<file path="config.mk">
export PLATFORM = sky130hd
export DESIGN_NAME = uart_rx_flat
export DESIGN_NICKNAME = d
export VERILOG_FILES = /design/src/rtl/uart_pkg.sv /design/src/rtl/uart_rx_if.sv /design/src/rtl/uart_rx_sync2.sv /design/src/rtl/uart_rx.sv /design/src/flat_wrapper.sv
export SDC_FILE = /design/constraint.sdc
export NUM_CORES = 1
export LEC_CHECK = 0
export ABC_AREA = 1
export CORE_MARGIN = 5
export CORE_UTILIZATION = 52
export CTS_CLUSTER_DIAMETER = 60
export DETAILED_ROUTE_END_ITERATION = 10
export PLACE_DENSITY_LB_ADDON = 0.12
export SETUP_SLACK_MARGIN = 0.5
export SLEW_MARGIN = 20
export SYNTH_ARGS = -nofsm -noshare
export SYNTH_HDL_FRONTEND = slang
export SYNTH_HIERARCHICAL = 1
export SYNTH_SLANG_ARGS = --single-unit
</file>
<file path="constraint.sdc">
create_clock -name clk -period 2.77 [get_ports clk]
set_input_delay 0.831 -clock clk [delete_from_list [all_inputs] [get_ports clk]]
set_output_delay 0.831 -clock clk [all_outputs]
set_load 0.01 [all_outputs]
</file>
<file path="src/rtl/uart_pkg.sv">
`default_nettype none
// ============================================================================
// Module      : uart_pkg
// Description : Shared UART constants and receiver/transmitter state type.
// Revision    : 1.0 - initial release
// ============================================================================
package uart_pkg;

    // 50 MHz clock, 8.7 us bit period
    localparam int c_clks_per_bit_dflt = 435;
    localparam int c_data_w            = 8;

    typedef enum logic [2:0] {
        IDLE      = 3'd0,
        START     = 3'd1,
        DATA      = 3'd2,
        STOP      = 3'd3,
        WAIT_HIGH = 3'd4
    } uart_state_t;

endpackage
`default_nettype wire

</file>
<file path="src/rtl/uart_rx_if.sv">
`default_nettype none
// ============================================================================
// Module      : uart_rx_if
// Description : Byte-delivery handshake and status pulses of the UART receiver.
// Revision    : 1.0 - initial release
// ============================================================================
interface uart_rx_if;
    import uart_pkg::*;

    logic [c_data_w-1:0] rx_data;
    logic                rx_valid;
    logic                rx_ready;
    logic                frame_err;
    logic                overrun;

    // Receiver side
    modport master (
        output rx_data,
        output rx_valid,
        output frame_err,
        output overrun,
        input  rx_ready
    );

    // Consumer side
    modport slave (
        input  rx_data,
        input  rx_valid,
        input  frame_err,
        input  overrun,
        output rx_ready
    );

endinterface
`default_nettype wire

</file>
<file path="src/rtl/uart_rx_sync2.sv">
`default_nettype none
// ============================================================================
// Module      : sync2
// Description : Two-flop synchronizer with asynchronous reset to RESET_VAL.
// Revision    : 1.0 - initial release
// ============================================================================
module sync2 #(
    parameter logic RESET_VAL = 1'b1
) (
    input  wire logic clk,
    input  wire logic rst,
    input  wire logic i_d,
    output logic      o_q
);

    logic r_meta;
    logic r_sync;

    // Two-stage capture of the asynchronous input
    always_ff @(posedge clk or posedge rst) begin
        if (rst) begin
            r_meta <= RESET_VAL;
            r_sync <= RESET_VAL;
        end else begin
            r_meta <= i_d;
            r_sync <= r_meta;
        end
    end

    assign o_q = r_sync;

endmodule
`default_nettype wire

</file>
<file path="src/rtl/uart_rx.sv">
`default_nettype none
// ============================================================================
// Module      : uart_rx
// Description : 8N1 UART receiver with single-byte holding register,
//               valid/ready handoff, framing-error and overrun pulses.
// Revision    : 1.0 - initial release
// ============================================================================
module uart_rx
    import uart_pkg::*;
#(
    parameter int CLKS_PER_BIT = c_clks_per_bit_dflt
) (
    input  wire logic clk,
    input  wire logic Rst,
    input  wire logic host_tx,
    uart_rx_if.master bus
);

    localparam int c_cnt_w = (CLKS_PER_BIT > 1) ? $clog2(CLKS_PER_BIT) : 1;
    localparam int c_half  = (CLKS_PER_BIT >= 2) ? (CLKS_PER_BIT / 2) : 1;
    localparam logic [c_cnt_w-1:0] c_cnt_full = c_cnt_w'(CLKS_PER_BIT - 1);
    localparam logic [c_cnt_w-1:0] c_cnt_half = c_cnt_w'(c_half - 1);
    localparam logic [2:0]         c_last_bit = 3'(c_data_w - 1);

    uart_state_t           r_state;
    uart_state_t           w_state_next;
    logic [c_cnt_w-1:0]    r_cnt;
    logic [2:0]            r_bit_idx;
    logic [c_data_w-1:0]   r_shift;
    logic [c_data_w-1:0]   r_rx_data;
    logic                  r_rx_valid;
    logic                  r_frame_err;
    logic                  r_overrun;

    logic                  w_line;
    logic                  w_cnt_run;
    logic                  w_shift_en;
    logic                  w_byte_done;
    logic                  w_frame_err;
    logic                  w_consume;

    sync2 #(
        .RESET_VAL (1'b1)
    ) u_sync (
        .clk (clk),
        .rst (Rst),
        .i_d (host_tx),
        .o_q (w_line)
    );

    // State register
    always_ff @(posedge clk or posedge Rst) begin
        if (Rst) r_state <= IDLE;
        else     r_state <= w_state_next;
    end

    // Next-state decode and per-cycle sampling strobes
    always_comb begin
        w_state_next = r_state;
        w_cnt_run    = 1'b0;
        w_shift_en   = 1'b0;
        w_byte_done  = 1'b0;
        w_frame_err  = 1'b0;
        case (r_state)
            IDLE: begin
                if (!w_line) w_state_next = START;
            end
            START: begin
                w_cnt_run = 1'b1;
                if (r_cnt == c_cnt_half) w_state_next = w_line ? IDLE : DATA;
            end
            DATA: begin
                w_cnt_run = 1'b1;
                if (r_cnt == c_cnt_full) begin
                    w_shift_en = 1'b1;
                    if (r_bit_idx == c_last_bit) w_state_next = STOP;
                end
            end
            STOP: begin
                w_cnt_run = 1'b1;
                if (r_cnt == c_cnt_full) begin
                    if (w_line) begin
                        w_byte_done  = 1'b1;
                        w_state_next = IDLE;
                    end else begin
                        w_frame_err  = 1'b1;
                        w_state_next = WAIT_HIGH;
                    end
                end
            end
            WAIT_HIGH: begin
                if (w_line) w_state_next = IDLE;
            end
            default: w_state_next = IDLE;
        endcase
    end

    // Baud counter restarts on every state change and at each data-bit sample
    always_ff @(posedge clk or posedge Rst) begin
        if (Rst)                                     r_cnt <= '0;
        else if ((w_state_next != r_state) || w_shift_en) r_cnt <= '0;
        else if (w_cnt_run)                          r_cnt <= r_cnt + 1'b1;
    end

    // Bit index and LSB-first shift register
    always_ff @(posedge clk or posedge Rst) begin
        if (Rst) begin
            r_bit_idx <= '0;
            r_shift   <= '0;
        end else begin
            if ((r_state == IDLE) && (w_state_next == START)) r_bit_idx <= '0;
            else if (w_shift_en)                              r_bit_idx <= r_bit_idx + 1'b1;
            if (w_shift_en) r_shift <= {w_line, r_shift[c_data_w-1:1]};
        end
    end

    assign w_consume = r_rx_valid & bus.rx_ready;

    // Holding register: a completing byte loads if the slot is empty or being
    // consumed this cycle, otherwise it is dropped and flagged as overrun
    always_ff @(posedge clk or posedge Rst) begin
        if (Rst) begin
            r_rx_data   <= '0;
            r_rx_valid  <= 1'b0;
            r_frame_err <= 1'b0;
            r_overrun   <= 1'b0;
        end else begin
            r_frame_err <= w_frame_err;
            r_overrun   <= 1'b0;
            if (w_byte_done) begin
                if (!r_rx_valid || w_consume) begin
                    r_rx_data  <= r_shift;
                    r_rx_valid <= 1'b1;
                end else begin
                    r_overrun  <= 1'b1;
                end
            end else if (w_consume) begin
                r_rx_valid <= 1'b0;
            end
        end
    end

    assign bus.rx_data   = r_rx_data;
    assign bus.rx_valid  = r_rx_valid;
    assign bus.frame_err = r_frame_err;
    assign bus.overrun   = r_overrun;

endmodule
`default_nettype wire

</file>
<file path="src/flat_wrapper.sv">
// flat-port wrapper written by rule: the top's interface ports become plain ports
module uart_rx_flat import uart_pkg::*;
#(
    parameter int CLKS_PER_BIT = c_clks_per_bit_dflt
)
  (clk, Rst, host_tx, bus_rx_data, bus_rx_valid, bus_frame_err, bus_overrun, bus_rx_ready);
  uart_rx_if bus_i ();
  input  wire logic clk;
  input  wire logic Rst;
  input  wire logic host_tx;
  output wire logic [$bits(bus_i.rx_data)-1:0] bus_rx_data;
  output wire logic [$bits(bus_i.rx_valid)-1:0] bus_rx_valid;
  output wire logic [$bits(bus_i.frame_err)-1:0] bus_frame_err;
  output wire logic [$bits(bus_i.overrun)-1:0] bus_overrun;
  input wire logic [$bits(bus_i.rx_ready)-1:0] bus_rx_ready;
  assign bus_rx_data = bus_i.rx_data;
  assign bus_rx_valid = bus_i.rx_valid;
  assign bus_frame_err = bus_i.frame_err;
  assign bus_overrun = bus_i.overrun;
  assign bus_i.rx_ready = bus_rx_ready;
  uart_rx #(.CLKS_PER_BIT(CLKS_PER_BIT)) u_core (.clk(clk), .Rst(Rst), .host_tx(host_tx), .bus(bus_i));
endmodule
</file>
After elaboration in Yosys (flattened, before gate mapping)

Cells that the tools add are included.

Add/sub/neg operators: 2
Eq/ne operators: 10
Multiplexer cells: 27
Bitwise operators: 1
Reductions and logical operators: 11

Operators by type and width:

| operator                                       | number |
|---|---|
| 2-to-1 mux 3 bit                               | 9 |
| 2-to-1 mux 9 bit                               | 2 |
| case mux 3 bit (5 select lines)                | 1 |
| 2-to-1 mux 1 bit                               | 14 |
| adder 9 x 1 -> 9 bit (second input constant)   | 1 |
| == test 9 x 8 -> 1 bit (second input constant) | 1 |
| == test 9 bit (second input constant)          | 1 |
| == test 3 x 1 -> 1 bit (second input constant) | 2 |
| == test 3 x 2 -> 1 bit (second input constant) | 2 |
| == test 3 bit (second input constant)          | 2 |
| nonzero test 2 bit                             | 3 |
| AND reduction 2 bit                            | 2 |
| adder 3 x 1 -> 3 bit (second input constant)   | 1 |
| zero test 3 bit                                | 1 |
| != test 3 bit                                  | 1 |
| OR reduction 3 bit                             | 1 |
| logical OR 1 bit                               | 2 |
| 2-to-1 mux 2 bit                               | 1 |
| != test 2 bit (second input constant)          | 1 |
| bitwise AND 1 bit                              | 1 |
| logical AND 1 bit                              | 1 |
| zero test 1 bit                                | 1 |

Register bits after elaboration: 36
Bits of input ports: 4
Output and inout bits: 11
Logic and storage cells: 61

Depth between registers and ports, before layout

Gate-level depths: netlist of the first run.

Depth in word-level cells: 7
Depth in mapped cells: 11
Gate-level depth less buffers: 10

Hierarchy

The synthesis of the first run kept the hierarchy.

By module, submodules not included:

| module  | times used | cells each | area each (µm²) | sequential area each (µm²) |
|---|---|---|---|---|
| uart_rx | 1          | 177        | 1685.4          | 850.8 |
| sync2   | 1          | 3          | 56.3            | 52.6 |

Worst setup path before layout of the first run

No wires, ideal clock.

Path type: reg-to-reg
Start point: reg u_core.r_cnt[0]
End point: reg u_core.r_rx_data[1], in the netlist u_core/bus.rx_data[1]
Library setup time: 0.118 ns
Arrival: 1.399 ns
Required time: 2.652 ns
Setup slack: 1.253 ns
Cell stages (with the launch flop): 11
Path buffers: 1
Clock period less this slack: 1.517 ns
Cells stage by stage: dfrtp_1 inv_1 ha_1 nand2_1 nor2_4 nand2_4 nor3_4 nand2_2 buf_6 nand2_1 o21ai_2

Cells in the longest elaborated chain, start to end: 4

Ends and longest elaborated chain:

| element                       | line           | source |
|---|---|---|
| from (decl)                   | uart_rx.sv:27  | `logic [c_cnt_w-1:0] r_cnt;` |
| from (signal assigned)        | uart_rx.sv:102 | `else if (w_cnt_run) r_cnt <= r_cnt + 1'b1;` |
| == test 9 bit                 | uart_rx.sv:81  | `if (r_cnt == c_cnt_full) begin` |
| 2-to-1 mux 1 bit              | uart_rx.sv:81  |  |
| 2-to-1 mux 1 bit              | uart_rx.sv:64  | `case (r_state)` |
| AND reduction 2 bit (no line) | n/a            |  |
| to (signal assigned)          | uart_rx.sv:132 | `r_rx_data <= r_shift;` |
| to (decl)                     | uart_rx.sv:30  | `logic [c_data_w-1:0] r_rx_data;` |

No other way between the ends.
A chain may end at the register's enable or synchronous reset.

Worst setup path after layout of the first run

Start point: reg u_core.r_rx_data[6], in the netlist u_core/bus.rx_data[6]
End point: out bus_rx_data[6]

RTL lines:

| element   | line               | source |
|---|---|---|
| to (decl) | flat_wrapper.sv:11 | `output wire logic [$bits(bus_i.rx_data)-1:0] bus_rx_data;` |

No word-level cell between the ends.

==> flow_metrics.env, run 1 <==
export IMPL_syn_area_sq_um=1742
export IMPL_avgViaCountPerCell=4.919
export IMPL_rows=21
export IMPL_initial_core_util=0.5303
export IMPL_first_pass_iters=4
export IMPL_min_period_ps=2091
export IMPL_fmax_mhz=478.2
export IMPL_start_kind="flip-flop"
export IMPL_path_class="flip-flop to output port"
export IMPL_critical_path_top_delay_family="buffers and inverters"
export IMPL_grt_ovfl_total=0
export IMPL_timing_final_crit_share=0.7550
export IMPL_fin_skew_ps=6.533
export IMPL_drv_slew=0
export IMPL_crit_slowest_cell="clkdlybuf4s50_1"
export IMPL_antenna_cells=0
export IMPL_synth_area_leader_cell="dfrtp_1"
export IMPL_clock_sinks=36
export IMPL_drt_iter0_markers=46
export IMPL_cts_resized=0
export IMPL_setup_viol=0
export IMPL_portBuffers=14
export IMPL_grt_max_degree=22
export IMPL_crit_path_max_incr_delay_ps=560
export IMPL_synth_area_per_cell_sq_um=9.676
export IMPL_r2r_start="u_core/r_cnt[0]"
export IMPL_track_usage=0.1596
export IMPL_path_clk_slew_ps=90
export IMPL_fp_dieH_um=67.88
export IMPL_ys_top_cells_by_area="dfrtp_1 49%, nand2_1 7.5%, inv_1 4.5%, xor2_1 4.0%, ha_1 3.6%"
export IMPL_crit_required_ps=1940
export IMPL_drive_gt1_frac=0.1841
export IMPL_hold_viol_final=0
export IMPL_yosys_warnings=6
export IMPL_min_to="u_core/u_sync/o_q"
export IMPL_final_common_cell="nand2_1"
export IMPL_ios=15
export IMPL_postRouteAntennaNets=0
export IMPL_syn_num_nets=189
export IMPL_hp_start="u_core/u_sync/r_meta"
export IMPL_hold_path_class="flip-flop to flip-flop"
export IMPL_slew_headroom=0.7785
export IMPL_crit_path_end_kind="output port"
export IMPL_r2r_end="u_core/r_cnt[5]"
export IMPL_clockRootBuffer="clkbuf_4"
export IMPL_die_x_um=67.88
export IMPL_max_cap_viol_count=0
export IMPL_critPathBufInv=1
export IMPL_drcViolationCount=0
export IMPL_reg2regPathDepth=9
export IMPL_hpwl_um=2246
export IMPL_ys_types=28
export IMPL_worst_pin_slew_ps=331.1
export IMPL_grt_pass1_vias=1193
export IMPL_ys_seq_elements=36
export IMPL_synth_top_cell_area_share=0.4885
export IMPL_post_cts_buffers=0
export IMPL_vias=1215
export IMPL_fp_dieArea_sq_um=4607
export IMPL_layout_common_cells="35 x nand2_1, 34 x dfrtp_1, 21 x inv_1, 14 x clkdlybuf4s50_1, 10 x nor3_1"
export IMPL_yosysSeqAreaShare=0.5187
export IMPL_fin_tns_setup_ps=0
export IMPL_core_area_sq_um=3284
export IMPL_power_density_nw_per_um2=420.4
export IMPL_p_total_uw=834.8
export IMPL_irDropWorstVdd_mv=0.2726
export IMPL_holdBufCountCts=0
export IMPL_antenna_found_initial=0
export IMPL_clock_latency_ps=340
export IMPL_place_area_sq_um=1927
export IMPL_fillCellCount=297
export IMPL_syn_inst=180
export IMPL_cts_tree="yes"
export IMPL_fin_area_sq_um=1986
export IMPL_nets=209
export IMPL_hold_path_cell_count=0
export IMPL_rsz0062_at_grt="false"
export IMPL_p_leak_nw=0.9500
export IMPL_cts_made_buffers=5
export IMPL_place_congestion=0.8353
export IMPL_worst_path_max_fanout=2
export IMPL_cp_cell_sequence="clkdlybuf4s50_1"
export IMPL_cts_max_path_buffers=2
export IMPL_status="completed"
export IMPL_wl_per_cell_um=12.00
export IMPL_grt_pass1_wl_um=5368
export IMPL_area_growth_pct=14.01
export IMPL_cp_arrival_ps=1260
export IMPL_drt_total_wl_um=2965
export IMPL_htreeDepth=2
export IMPL_r2r_slack_ps=990
==> cells in the mapped netlist, drive strengths merged <==
cell    instances
ha              5
nor3           11
nand2          40
dfstp           2
nor2           12
dfrtp          34
o221ai          1
xor2            8
nand4           4
o31ai           2
inv            25
o21ai          16
clkinv          1
nand3          12
a31oi           2
nor4            1
buf             3
xnor2           1
==> kinds of logic after synthesis <==
group | Yosys count | share of synthesized area
xor gates and xnor gates | 9 | 0.04526
adders and majority gates | 5 | 0.03592
buffers and inverters | 29 | 0.07255
and+or+nand+nor | 80 | 0.2371
AOI/OAI and AO/OA | 21 | 0.09052
DFF | 36 | 0.5187
==> per-layer routing <==
layer | global-route usage | vias to the layer above | routed length, um
met5 | 0 | - | 0
met4 | 0.07444 | 0 | 71
met3 | 0.04926 | 8 | 134
met2 | 0.2564 | 20 | 1430
met1 | 0.1964 | 565 | 1328
li1 | - | 622 | -
==> cell type report <==
type                            count  area (sq um)  share of cell area
Timing Repair Buffer               16         155.1             0.07814
Inverter                           26         98.84             0.04978
Clock buffer                        8         58.81             0.02962
Tap cell                           46         57.56             0.02899
Multi-Input combinational cell    115         711.9              0.3585
Sequential cell                    36         903.4              0.4549
==> how the worst max path moves through the flow <==
stage / from / to / slack (ps) / depth (start not counted)
after detailed placement: bus_rx_ready / u_core/bus.rx_data[5] / 760 / 6
after global placement: bus_rx_ready / u_core/bus.rx_data[3] / 790 / 6
after global routing: u_core/bus.rx_data[7] / bus_rx_data[7] / 620 / 1
after floorplan: Rst / u_core/bus.frame_err / 1190 / 1
final: u_core/bus.rx_data[6] / bus_rx_data[6] / 680 / 1
after CTS: u_core/bus.rx_data[6] / bus_rx_data[6] / 650 / 1
==> flip-flops by register name, summed over array words and instances (netlist names) <==
signal                cells
u_core/r_bit_idx          3
u_core/bus.rx_data        8
u_core/u_sync/o_q         1
u_core/bus.frame_err      1
u_core/r_cnt              9
u_core/r_state            3
u_core/bus.overrun        1
u_core/r_shift            8
u_core/bus.rx_valid       1
u_core/u_sync/r_meta      1
==> report_power, final <==
part           switching [mW]  internal [mW]
registers            0.000831          0.528
clock network           0.162          0.125
logic                  0.0130        0.00617
total                   0.176          0.659
==> through the flow <==
| stage | hold slack, ps | cells | utilization | setup WS (ps) |
|---|---|---|---|---|
| floorplan | 345.2 | 180 | - | 1191 |
| CTS | 368.7 | 247 | 0.6046 | 653.6 |
| detailed placement | 349.9 | 239 | 0.5867 | 763.7 |
| finish | 364.6 | 247 | 0.6046 | 678.7 |
| global placement | 349.5 | 239 | 0.5867 | 791.5 |
| global route | 372.2 | 247 | 0.6046 | 621.0 |
Note: power is estimated with default switching activity, not from simulation.
==> run 2: changes to the inputs <==
==> constraint.sdc (replaced) <==
create_clock -name clk -period 2.2 [get_ports clk]
set_input_delay 0.66 -clock clk [delete_from_list [all_inputs] [get_ports clk]]
set_output_delay 0.66 -clock clk [all_outputs]
set_load 0.01 [all_outputs]
==> run 2 against run 1 <==
Compared with the run above: flip-flop and latch count unchanged; routed wire length increased by 26%; largest power group unchanged; clock power increased by 27%; critical path type is now flip-flop to flip-flop; first-iteration DRC count increased by 76%; die area unchanged; critical path depth increased by 9; total power increased by 26%; combinational power increased by 31%; sequential share of layout area decreased by 4.2 points.
==> flow_metrics.env, run 2 (synthesis gave the netlist of run 1 again) <==
export IMPL_hold_path_class="flip-flop to flip-flop"
export IMPL_antenna_found_initial=0
export IMPL_ios=15
export IMPL_fin_ws_ps=530.3
export IMPL_fmax_mhz=598.9
export IMPL_crit_path_start="u_core/r_cnt[0]"
export IMPL_min_period_ps=1670
export IMPL_first_pass_iters=6
export IMPL_path_clk_slew_ps=100
export IMPL_vias=1362
export IMPL_crit_required_ps=2440
export IMPL_slew_headroom=0.5741
export IMPL_setup_viol=0
export IMPL_cts_max_path_buffers=2
export IMPL_drv_slew=0
export IMPL_reg2regPathDepth=10
export IMPL_area_growth_pct=25.65
export IMPL_layout_common_cells="34 x dfrtp_1, 30 x nand2_1, 20 x inv_1, 12 x buf_4, 9 x o21ai_0"
export IMPL_nets=223
export IMPL_power_density_nw_per_um2=481.9
export IMPL_max_cap_viol_count=0
export IMPL_fp_dieH_um=67.88
export IMPL_grt_ovfl_total=0
export IMPL_path_class="flip-flop to flip-flop"
export IMPL_start_kind="flip-flop"
export IMPL_cp_arrival_ps=1910
export IMPL_r2r_end="u_core/bus.rx_data[7]"
export IMPL_grt_pass1_wl_um=5713
export IMPL_largest_reg_flops=9
export IMPL_rsz0062_at_grt="true"
export IMPL_final_common_cell="dfrtp_1"
export IMPL_top_register="u_core/r_cnt"
export IMPL_drcViolationCount=0
export IMPL_timing_final_crit_share=0.7589
export IMPL_rows=21
export IMPL_worst_pin_slew_ps=633.5
export IMPL_drive_gt1_frac=0.2930
export IMPL_r2r_slack_ps=530
export IMPL_fin_skew_ps=6.907
export IMPL_grt_pass1_vias=1230
export IMPL_core_area_sq_um=3284
export IMPL_cts_tree="yes"
export IMPL_avgViaCountPerCell=5.218
export IMPL_status="completed"
export IMPL_drt_iter0_markers=81
export IMPL_hold_viol_final=0
export IMPL_htreeDepth=2
export IMPL_crit_path_end_kind="flip-flop"
export IMPL_hpwl_um=2248
export IMPL_worst_path_max_fanout=8
export IMPL_grt_max_degree=22
export IMPL_drt_total_wl_um=3734
export IMPL_initial_core_util=0.5303
export IMPL_p_leak_nw=1.056
export IMPL_fp_dieArea_sq_um=4607
export IMPL_r2r_start="u_core/r_cnt[0]"
export IMPL_cts_made_buffers=5
export IMPL_clock_sinks=36
export IMPL_multi_input_area_sq_um=847.1
export IMPL_clock_latency_ps=340
export IMPL_postRouteAntennaNets=0
export IMPL_post_place_ws_ps=362.2
export IMPL_p_total_mw=1.055
export IMPL_place_congestion=0.8353
export IMPL_ff_latch_area_sq_um=903.4
export IMPL_antenna_cells=0
export IMPL_clockRootBuffer="clkbuf_4"
export IMPL_track_usage=0.1698
export IMPL_crit_end="u_core/bus.rx_data[7]"
export IMPL_irDropWorstVdd_mv=0.3571
export IMPL_portBuffers=14
export IMPL_fin_tns_setup_ps=0
export IMPL_fillCellCount=277
export IMPL_die_x_um=67.88
export IMPL_wl_per_cell_um=14.31
run 2: cell count changes in the layout (fill, tap and decap cells not counted), sizes merged, moves of 2 or more:
| cell | previous run | this run |
|---|---|---|
| clkdlybuf4s15 | 0 | 7 |
| nand2 | 40 | 42 |
| dlygate4sd2 | 0 | 3 |
| buf | 2 | 12 |
| clkdlybuf4s50 | 14 | 3 |
run 2: area by class of cell:
| class | count | area share |
|---|---|---|
| Clock buffer | 8 | 0.02687 |
| Inverter | 26 | 0.04574 |
| Multi-Input combinational cell | 119 | 0.3871 |
| Sequential cell | 36 | 0.4128 |
| Tap cell | 46 | 0.02630 |
| Timing Repair Buffer | 26 | 0.1012 |
run 2: metrics by stage:
step | util | cell area (sq um) | instances | hold WS, ps
after floorplan | - | 1742 | 180 | 345.2
after global placement | 0.5867 | 1927 | 239 | 349.5
after detailed placement | 0.5867 | 1927 | 239 | 349.9
after CTS | 0.6141 | 2017 | 249 | 368.6
after global routing | 0.6663 | 2188 | 261 | 373.2
final | 0.6663 | 2188 | 261 | 367.3
run 2: per-layer routing:
metal | track usage | wire length, um | vias to the layer above
met2 | 0.2649 | 1862 | 29
met1 | 0.2253 | 1644 | 670
met3 | 0.04105 | 172 | 5
met5 | 0 | 0 | -
met4 | 0.07444 | 55 | 0
li1 | - | - | 658
run 2: power by group:
group          switching, mW  internal (mW)
Sequential           0.00116          0.665
Combinational         0.0172        0.00777
Clock                  0.206          0.158
run 2: how the worst min path moves through the flow:
stage / cells after the start / slack, ps / start / endpoint
final: 0 / 370 / u_core/u_sync/r_meta / u_core/u_sync/o_q
after global placement: 0 / 350 / u_core/u_sync/r_meta / u_core/u_sync/o_q
after detailed placement: 0 / 350 / u_core/u_sync/r_meta / u_core/u_sync/o_q
after CTS: 0 / 370 / u_core/u_sync/r_meta / u_core/u_sync/o_q
after global routing: 0 / 370 / u_core/u_sync/r_meta / u_core/u_sync/o_q
after floorplan: 0 / 350 / u_core/u_sync/r_meta / u_core/u_sync/o_q
run 2: critical path, stage by stage (launching register included):
cell	delay, ps
dfrtp_1	430
inv_2	90
ha_1	150
nand2_1	90
nor2_4	140
nand2_4	100
nor3_4	190
buf_4	140
nand2_4	80
nand2_1	100
o21ai_2	50
run 2: timing repair:
action | 4_1_cts | 5_1_grt
pin swaps | 0 | 6
hold buffers | 0 | 0
resized for setup | 16 | 25
buffers inserted | 1 | 9
cloned | 1 | 3
endpoints found under the setup margin | 27 | 27
